--- config.mk ---
export PLATFORM = sky130hd
export DESIGN_NAME = rx_word_aligner_10b_flat
export DESIGN_NICKNAME = d
export VERILOG_FILES = /design/src/rtl/rx_word_aligner_10b_if.sv /design/src/rtl/rx_word_aligner_10b.sv /design/src/flat_wrapper.sv
export SDC_FILE = /design/constraint.sdc
export NUM_CORES = 1
export LEC_CHECK = 0
export ABC_AREA = 1
export BUFFER_PORTS_ARGS = -buffer_cell sky130_fd_sc_hd__buf_2
export CAP_MARGIN = 10
export CORE_UTILIZATION = 45
export DETAILED_ROUTE_END_ITERATION = 10
export PLACE_DENSITY = 0.63
export SYNTH_ARGS = -nofsm -noshare
export SYNTH_HDL_FRONTEND = slang
export SYNTH_SLANG_ARGS = --single-unit
--- constraint.sdc ---
create_clock -name clkPara -period 4.2 [get_ports clkPara]
set_input_delay 0.21 -clock clkPara [delete_from_list [all_inputs] [get_ports clkPara]]
set_output_delay 0.21 -clock clkPara [all_outputs]
set_load 0.005 [all_outputs]
--- src/rtl/rx_word_aligner_10b_if.sv ---
// Receive-side bus for the 10-bit word aligner.
// Handshake: rawValid qualifies rawIn for one clkPara cycle and there is no
// back-pressure (the aligner accepts every valid word); dataValid qualifies
// dataOut and isComma for exactly the cycle it is high. fsmState mirrors the
// aligner's lock state machine (0=HUNT, 1=VERIFY, 2=LOCKED) for observation.
interface rx_word_aligner_10b_if;
  logic [9:0] rawIn;
  logic       rawValid;
  logic [9:0] dataOut;
  logic       dataValid;
  logic       isComma;
  logic       locked;
  logic [3:0] lockOffset;
  logic [7:0] relockCnt;
  logic [1:0] fsmState;

  modport master (
    output rawIn, rawValid,
    input  dataOut, dataValid, isComma, locked, lockOffset, relockCnt, fsmState
  );

  modport slave (
    input  rawIn, rawValid,
    output dataOut, dataValid, isComma, locked, lockOffset, relockCnt, fsmState
  );
endinterface

--- src/rtl/rx_word_aligner_10b.sv ---
// Comma-based word aligner: searches a 20-bit window of two consecutive raw
// words for a comma at any of 10 bit offsets, locks to that offset through a
// HUNT/VERIFY/LOCKED machine, and emits realigned words one cycle later.
module rx_word_aligner_10b #(
  parameter logic [9:0] COMMA_P    = 10'b0011111010,
  parameter logic [9:0] COMMA_N    = 10'b1100000101,
  parameter int         LOCK_COUNT = 4,
  parameter int         LOSS_COUNT = 4
) (
  input logic                   clkPara,
  input logic                   resetN,
  rx_word_aligner_10b_if.slave  bus
);

  typedef enum logic [1:0] {HUNT = 2'd0, VERIFY = 2'd1, LOCKED = 2'd2} state_t;

  localparam logic [3:0] LOCK_TH = 4'(LOCK_COUNT);
  localparam logic [3:0] LOSS_TH = 4'(LOSS_COUNT);

  state_t      state, next_state;
  logic [9:0]  prev_word;
  logic        prev_valid;
  logic [3:0]  good_cnt, next_good;
  logic [3:0]  bad_cnt, next_bad;
  logic [3:0]  lock_off, next_off;
  logic [7:0]  relock, next_relock;

  logic [19:0] win;
  logic [9:0]  cand [10];
  logic [9:0]  hit;
  logic        any_hit;
  logic [3:0]  first_hit;
  logic        hit_lock;
  logic [9:0]  cand_lock;

  logic [9:0]  data_q, d_data;
  logic        valid_q, d_valid;
  logic        comma_q, d_comma;
  logic        locked_q;

  assign win = {prev_word, bus.rawIn};

  // Candidate symbols at every offset, comma detection and lowest-offset priority.
  always_comb begin
    any_hit   = 1'b0;
    first_hit = 4'd0;
    hit_lock  = 1'b0;
    cand_lock = 10'd0;
    hit       = 10'd0;
    for (int k = 0; k < 10; k++) begin
      cand[k] = win[19-k -: 10];
      hit[k]  = prev_valid && bus.rawValid &&
                ((cand[k] == COMMA_P) || (cand[k] == COMMA_N));
    end
    for (int k = 9; k >= 0; k--) begin
      if (hit[k]) first_hit = 4'(k);
    end
    for (int k = 0; k < 10; k++) begin
      if (lock_off == 4'(k)) begin
        hit_lock  = hit[k];
        cand_lock = cand[k];
      end
    end
    any_hit = |hit;
  end

  // State, counters and window history register.
  always_ff @(posedge clkPara) begin
    if (!resetN) begin
      state      <= HUNT;
      prev_word  <= 10'd0;
      prev_valid <= 1'b0;
      good_cnt   <= 4'd0;
      bad_cnt    <= 4'd0;
      lock_off   <= 4'd0;
      relock     <= 8'd0;
    end else begin
      state    <= next_state;
      good_cnt <= next_good;
      bad_cnt  <= next_bad;
      lock_off <= next_off;
      relock   <= next_relock;
      if (bus.rawValid) begin
        prev_word  <= bus.rawIn;
        prev_valid <= 1'b1;
      end
    end
  end

  // Lock state machine: only a valid word can move it.
  always_comb begin
    next_state  = state;
    next_good   = good_cnt;
    next_bad    = bad_cnt;
    next_off    = lock_off;
    next_relock = relock;
    if (bus.rawValid) begin
      unique case (state)
        HUNT: begin
          if (any_hit) begin
            next_off  = first_hit;
            next_good = 4'd1;
            if (LOCK_TH == 4'd1) begin
              next_state = LOCKED;
              next_bad   = 4'd0;
            end else begin
              next_state = VERIFY;
            end
          end
        end
        VERIFY: begin
          if (hit_lock) begin
            next_good = good_cnt + 4'd1;
            if (good_cnt + 4'd1 == LOCK_TH) begin
              next_state = LOCKED;
              next_bad   = 4'd0;
            end
          end else if (any_hit) begin
            next_state = HUNT;
            next_good  = 4'd0;
          end
        end
        LOCKED: begin
          if (hit_lock) begin
            next_bad = 4'd0;
          end else if (any_hit) begin
            if (bad_cnt + 4'd1 == LOSS_TH) begin
              next_state = HUNT;
              next_good  = 4'd0;
              next_bad   = 4'd0;
              if (relock != 8'hFF) next_relock = relock + 8'd1;
            end else begin
              next_bad = bad_cnt + 4'd1;
            end
          end
        end
        default: next_state = HUNT;
      endcase
    end
  end

  // Data path decode: realigned word is produced only from a LOCKED state.
  always_comb begin
    d_valid = bus.rawValid && (state == LOCKED);
    d_comma = d_valid && hit_lock;
    d_data  = d_valid ? cand_lock : data_q;
  end

  // Output registers; locked follows the next state so it rises with the lock edge.
  always_ff @(posedge clkPara) begin
    if (!resetN) begin
      data_q   <= 10'd0;
      valid_q  <= 1'b0;
      comma_q  <= 1'b0;
      locked_q <= 1'b0;
    end else begin
      data_q   <= d_data;
      valid_q  <= d_valid;
      comma_q  <= d_comma;
      locked_q <= (next_state == LOCKED);
    end
  end

  assign bus.dataOut    = data_q;
  assign bus.dataValid  = valid_q;
  assign bus.isComma    = comma_q;
  assign bus.locked     = locked_q;
  assign bus.lockOffset = lock_off;
  assign bus.relockCnt  = relock;
  assign bus.fsmState   = state;

endmodule

--- src/flat_wrapper.sv ---
// flat-port wrapper written by rule: the top's interface ports become plain ports
module rx_word_aligner_10b_flat 
#(
  parameter logic [9:0] COMMA_P    = 10'b0011111010,
  parameter logic [9:0] COMMA_N    = 10'b1100000101,
  parameter int         LOCK_COUNT = 4,
  parameter int         LOSS_COUNT = 4
)
  (clkPara, resetN, bus_rawIn, bus_rawValid, bus_dataOut, bus_dataValid, bus_isComma, bus_locked, bus_lockOffset, bus_relockCnt, bus_fsmState);
  rx_word_aligner_10b_if bus_i ();
  input logic clkPara;
  input logic resetN;
  input wire logic [$bits(bus_i.rawIn)-1:0] bus_rawIn;
  input wire logic [$bits(bus_i.rawValid)-1:0] bus_rawValid;
  output wire logic [$bits(bus_i.dataOut)-1:0] bus_dataOut;
  output wire logic [$bits(bus_i.dataValid)-1:0] bus_dataValid;
  output wire logic [$bits(bus_i.isComma)-1:0] bus_isComma;
  output wire logic [$bits(bus_i.locked)-1:0] bus_locked;
  output wire logic [$bits(bus_i.lockOffset)-1:0] bus_lockOffset;
  output wire logic [$bits(bus_i.relockCnt)-1:0] bus_relockCnt;
  output wire logic [$bits(bus_i.fsmState)-1:0] bus_fsmState;
  assign bus_i.rawIn = bus_rawIn;
  assign bus_i.rawValid = bus_rawValid;
  assign bus_dataOut = bus_i.dataOut;
  assign bus_dataValid = bus_i.dataValid;
  assign bus_isComma = bus_i.isComma;
  assign bus_locked = bus_i.locked;
  assign bus_lockOffset = bus_i.lockOffset;
  assign bus_relockCnt = bus_i.relockCnt;
  assign bus_fsmState = bus_i.fsmState;
  rx_word_aligner_10b #(.COMMA_P(COMMA_P), .COMMA_N(COMMA_N), .LOCK_COUNT(LOCK_COUNT), .LOSS_COUNT(LOSS_COUNT)) u_core (.clkPara(clkPara), .resetN(resetN), .bus(bus_i));
endmodule
==> impl_metrics.prom <==
# TYPE chip_impl_metric gauge
chip_impl_info{name="run_status",value="completed"} 1
chip_impl_metric{name="die_extent_in_y",unit="um"} 91.4
chip_impl_metric{name="vdd.ir_drop.worst",unit="uV"} 141
chip_impl_info{name="critPathLaunchType",value="register"} 1
chip_impl_metric{name="die_area",unit="sq um"} 8360
chip_impl_metric{name="core_area",unit="sq um"} 7730
chip_impl_info{name="dominant_combinational_cell_family_by_area_after_synthesis",value="simple AND/OR/NAND/NOR gates"} 1
chip_impl_info{name="worstSetupEndpointType",value="register"} 1
chip_impl_metric{name="static_leakage",unit="nW"} 1.76
chip_impl_metric{name="part_of_the_yosys_area_used_for_sequential_elements",unit="%"} 25.6
chip_impl_metric{name="worst-path-max-fanout",unit=""} 11
chip_impl_metric{name="ant_nets",unit=""} 0
chip_impl_metric{name="maxCapViolations",unit=""} 0
chip_impl_metric{name="die-width",unit="um"} 91.4
chip_impl_metric{name="areaGrowthSynthToFinish",unit="%"} 8.13
chip_impl_metric{name="synth_compound_area_share",unit="%"} 19.4
chip_impl_metric{name="cts_resized",unit=""} 0
chip_impl_metric{name="post_synth_fa_ha_maj_area_fraction",unit="%"} 2.78
chip_impl_metric{name="p_per_area",unit="nW/um^2"} 224
chip_impl_metric{name="synth_seq_cells",unit=""} 46
chip_impl_metric{name="route.met3.wl",unit="um"} 967
chip_impl_metric{name="number_of_global_route_vias_before_repair",unit=""} 3952
chip_impl_metric{name="grt_util_all_layers",unit="%"} 29.1
chip_impl_metric{name="cts_buffers",unit=""} 5
chip_impl_info{name="cts_tree",value="yes"} 1
chip_impl_metric{name="drtIter0Drc",unit=""} 333
chip_impl_metric{name="clk_pin_slew",unit="ns"} 0.10
chip_impl_metric{name="num_rows",unit=""} 32
chip_impl_info{name="worstSetupPathType",value="reg2reg"} 1
chip_impl_metric{name="timing.clock.skew",unit="ns"} 0.00498
chip_impl_metric{name="timing.final.setup_violations",unit=""} 0
chip_impl_metric{name="multiInputGateArea",unit="sq um"} 2300
chip_impl_metric{name="placedCellCount",unit=""} 719
chip_impl_metric{name="cts-htree-levels",unit=""} 2
chip_impl_metric{name="worst_ep_required_time",unit="ns"} 4.41
chip_impl_info{name="synth_top_cell_by_area",value="sky130_fd_sc_hd__dfxtp_1"} 1
chip_impl_info{name="layout.cells.most_common_list",value="sky130_fd_sc_hd__nand2_1 (140), sky130_fd_sc_hd__nor2_1 (94), sky130_fd_sc_hd__inv_1 (57), sky130_fd_sc_hd__a21oi_1 (51), sky130_fd_sc_hd__dfxtp_1 (46)"} 1
chip_impl_info{name="unrepaired_setup_endpoints_after_global_routing",value="no"} 1
chip_impl_metric{name="clock_latency",unit="ns"} 0.31
chip_impl_metric{name="post_route_cells_drive_above_1_share",unit="%"} 12.5
chip_impl_metric{name="layoutNonFillerInstCount",unit=""} 727
chip_impl_info{name="slowest_stage",value="sky130_fd_sc_hd__dfxtp_1"} 1
chip_impl_metric{name="clock.fmax",unit="MHz"} 371
chip_impl_info{name="most_common_cell_after_layout_fill_and_taps_aside",value="sky130_fd_sc_hd__nand2_1"} 1
chip_impl_metric{name="cts_hold_buf",unit=""} 0
chip_impl_metric{name="gr-total-overflow",unit=""} 0
chip_impl_info{name="maxUsedRoutingLayer",value="met4"} 1
chip_impl_metric{name="grt_max_degree",unit=""} 27
chip_impl_metric{name="grt_first_pass_wirelength",unit="mm"} 19.5
chip_impl_metric{name="post_synth_num_cell_types",unit=""} 39
chip_impl_metric{name="filler_cell_count",unit=""} 823
chip_impl_metric{name="cpPeakStageDelay",unit="ns"} 0.59
chip_impl_metric{name="maxSlewViolCount",unit=""} 0
chip_impl_metric{name="layout.area.seq",unit="sq um"} 921
chip_impl_metric{name="fin_nets",unit=""} 645
chip_impl_metric{name="max_slew_margin",unit="%"} 50.6
chip_impl_metric{name="synth_largest_type_area_fraction",unit="%"} 25.6
chip_impl_metric{name="synth_area",unit="sq um"} 3600
chip_impl_metric{name="detailroute.wirelength.met2",unit="mm"} 4.87
chip_impl_metric{name="tightest_slew",unit="ns"} 0.738
chip_impl_metric{name="syn_avg_cell_area",unit="sq um"} 6.00
chip_impl_metric{name="wl_met1",unit="mm"} 5.55
chip_impl_metric{name="dpl.hpwl",unit="mm"} 8.70
chip_impl_info{name="clock_tree.root_cell",value="sky130_fd_sc_hd__clkbuf_8"} 1
chip_impl_metric{name="signal_arrival_time_at_the_worst_endpoint",unit="ns"} 2.91
chip_impl_metric{name="drt_pre_antenna_iters",unit=""} 5
chip_impl_metric{name="drc",unit=""} 0
chip_impl_metric{name="numPortBuffers",unit=""} 39
chip_impl_metric{name="start_util",unit="%"} 46.6
chip_impl_metric{name="synth.area.mux_share",unit="%"} 0
chip_impl_metric{name="setup_tns",unit="ns"} 0
chip_impl_info{name="crit_path_cell_trace",value="inv_1, nand2_1, nor2_1, nand3_1, nand2_1, nand2_1, nand2_1, nor2_1, nand3_2, nand2_2, inv_2, nand4_1, nor2_1, nand2_1, inv_1, nor2_1, nor2_1"} 1
chip_impl_metric{name="synth-simple-area-share",unit="%"} 40.3
chip_impl_info{name="critPathTopFamily",value="simple AND/OR/NAND/NOR gates"} 1
chip_impl_metric{name="clock_tree.buffer_depth",unit=""} 2
chip_impl_metric{name="synthesis.nets",unit=""} 621
chip_impl_metric{name="yosysWarnings",unit=""} 0
chip_impl_metric{name="worst-r2r-setup-slack",unit="ns"} 1.50
chip_impl_metric{name="post_cts_buffers",unit=""} 0
chip_impl_metric{name="timing.final.hold_violations",unit=""} 0
chip_impl_metric{name="grt_antenna_before_repair",unit=""} 0
chip_impl_info{name="hold_path.class",value="in2reg"} 1
chip_impl_metric{name="gpl.final_weighted_congestion",unit=""} 0.949
chip_impl_metric{name="drt-total-wl",unit="mm"} 11.7
chip_impl_metric{name="n_antenna_cell",unit=""} 0
chip_impl_metric{name="post-route-min-period",unit="ns"} 2.70
chip_impl_info{name="netlist_top_cells_area",value="sky130_fd_sc_hd__dfxtp_1 (26%), sky130_fd_sc_hd__nand2_1 (15%), sky130_fd_sc_hd__nor2_1 (9.8%)"} 1
chip_impl_metric{name="worstPathBufferInverterCount",unit=""} 3
chip_impl_metric{name="number_of_placed_i_o_pins",unit=""} 40
chip_impl_metric{name="synthesis.instances",unit=""} 600
chip_impl_metric{name="post_route_clock_period_utilization",unit="%"} 64.2
chip_impl_metric{name="post_drt_via_cell_ratio",unit=""} 5.72
chip_impl_metric{name="synth_xor_area_share",unit="%"} 1.46
chip_impl_metric{name="vias",unit=""} 4155
chip_impl_metric{name="routedWlPerCell",unit="um"} 16.1
chip_impl_metric{name="hold-worst-slack",unit="ns"} 0.292
chip_impl_metric{name="tritoncts_num_sinks",unit=""} 46
-- report_power, final --
part           total [mW]  switching (mW)  internal [mW]
combinational       0.121          0.0880         0.0334
clock               0.291           0.171          0.119
sequential          0.461          0.0180          0.443
-- per-layer routing --
layer	track usage, %	up-vias
li1	-	2049
met1	40.8	1887
met2	43.3	192
met3	5.95	27
met4	11.4	0
met5	0	-
-- synthesized netlist by cell type --
cell type and number:
sky130_fd_sc_hd__a2111oi_0 1, sky130_fd_sc_hd__a211oi_1 1, sky130_fd_sc_hd__a21boi_2 1, sky130_fd_sc_hd__a21oi_1 51, sky130_fd_sc_hd__a221oi_1 1, sky130_fd_sc_hd__buf_2 4
sky130_fd_sc_hd__buf_4 3, sky130_fd_sc_hd__buf_6 3, sky130_fd_sc_hd__clkbuf_1 11, sky130_fd_sc_hd__clkbuf_2 1, sky130_fd_sc_hd__clkinv_2 1, sky130_fd_sc_hd__dfxtp_1 46
sky130_fd_sc_hd__ha_1 8, sky130_fd_sc_hd__inv_1 57, sky130_fd_sc_hd__inv_2 5, sky130_fd_sc_hd__inv_4 3, sky130_fd_sc_hd__nand2_1 140, sky130_fd_sc_hd__nand2_2 8
sky130_fd_sc_hd__nand3_1 36, sky130_fd_sc_hd__nand3_2 1, sky130_fd_sc_hd__nand3_4 1, sky130_fd_sc_hd__nand3b_1 3, sky130_fd_sc_hd__nand4_1 21, sky130_fd_sc_hd__nor2_1 94
sky130_fd_sc_hd__nor2_2 8, sky130_fd_sc_hd__nor2_4 1, sky130_fd_sc_hd__nor3_1 15, sky130_fd_sc_hd__nor3_4 1, sky130_fd_sc_hd__nor3b_1 1, sky130_fd_sc_hd__o2111ai_1 2
sky130_fd_sc_hd__o211ai_1 2, sky130_fd_sc_hd__o21ai_0 38, sky130_fd_sc_hd__o21ai_1 3, sky130_fd_sc_hd__o21ai_2 1, sky130_fd_sc_hd__o221ai_1 10, sky130_fd_sc_hd__o22ai_1 10
sky130_fd_sc_hd__o41ai_1 1, sky130_fd_sc_hd__xnor2_1 2, sky130_fd_sc_hd__xor2_1 4
-- worst reg2reg max path, delay by kind of cell, from the launching register on --
| family | cells | cell delay [ns] |
|---|---|---|
| buffers and inverters | 3 | 0.41 |
| and+or+nand+nor | 14 | 1.59 |
| DFF | 1 | 0.59 |
-- cells by family after synthesis --
| family | count (synthesis) |
|---|---|
| and+or+nand+nor | 330 |
| AOI/OAI and AO/OA | 122 |
| buffers and inverters | 88 |
| DFF | 46 |
| adders and majority gates | 8 |
| xor gates and xnor gates | 6 |
-- area by class of cell --
type | count | share of cell area [%]
inverter | 66 | 6.59
sequential | 46 | 23.7
tap | 102 | 3.28
timing repair buffer | 39 | 5.01
multi-input combinational | 466 | 59.1
clock buffer | 5 | 1.77
clock inverter | 3 | 0.611
-- state kept, by name, indices dropped and copies added (netlist names) --
name and count:
u_core.bus.dataOut 10, u_core.good_cnt 4, u_core.bus.lockOffset 4, u_core.bus.relockCnt 8, u_core.bus.locked 1, u_core.bus.dataValid 1, u_core.prev_valid 1, u_core.bad_cnt 4
u_core.bus.isComma 1, u_core.bus.fsmState 2, u_core.prev_word 10
-- metrics by stage --
stage / area (sq um) / utilization [%] / setup slack, ns / power [mW]
global route: 3890 / 50.4 / 1.23 / 0.912
CTS: 3890 / 50.4 / 1.57 / 0.879
finish: 3890 / 50.4 / 1.50 / 0.874
global placement: 3800 / 49.2 / 1.58 / 0.589
floorplan: 3600 / - / 2.28 / 0.552
detailed placement: 3800 / 49.2 / 1.59 / 0.587
-- worst paths after layout --
| path | startpoint | end | cells past startpoint |
|---|---|---|---|
| max | u_core.prev_word[1] | u_core.bus.relockCnt[1] | 17 |
| min | bus_rawIn[1] | u_core.prev_word[1] | 3 |
| max reg2reg | u_core.prev_word[1] | u_core.bus.relockCnt[1] | 17 |
| min reg2reg | u_core.bus.dataOut[3] | u_core.bus.dataOut[3] | 2 |
Note: power is estimated with default switching activity, not from simulation.
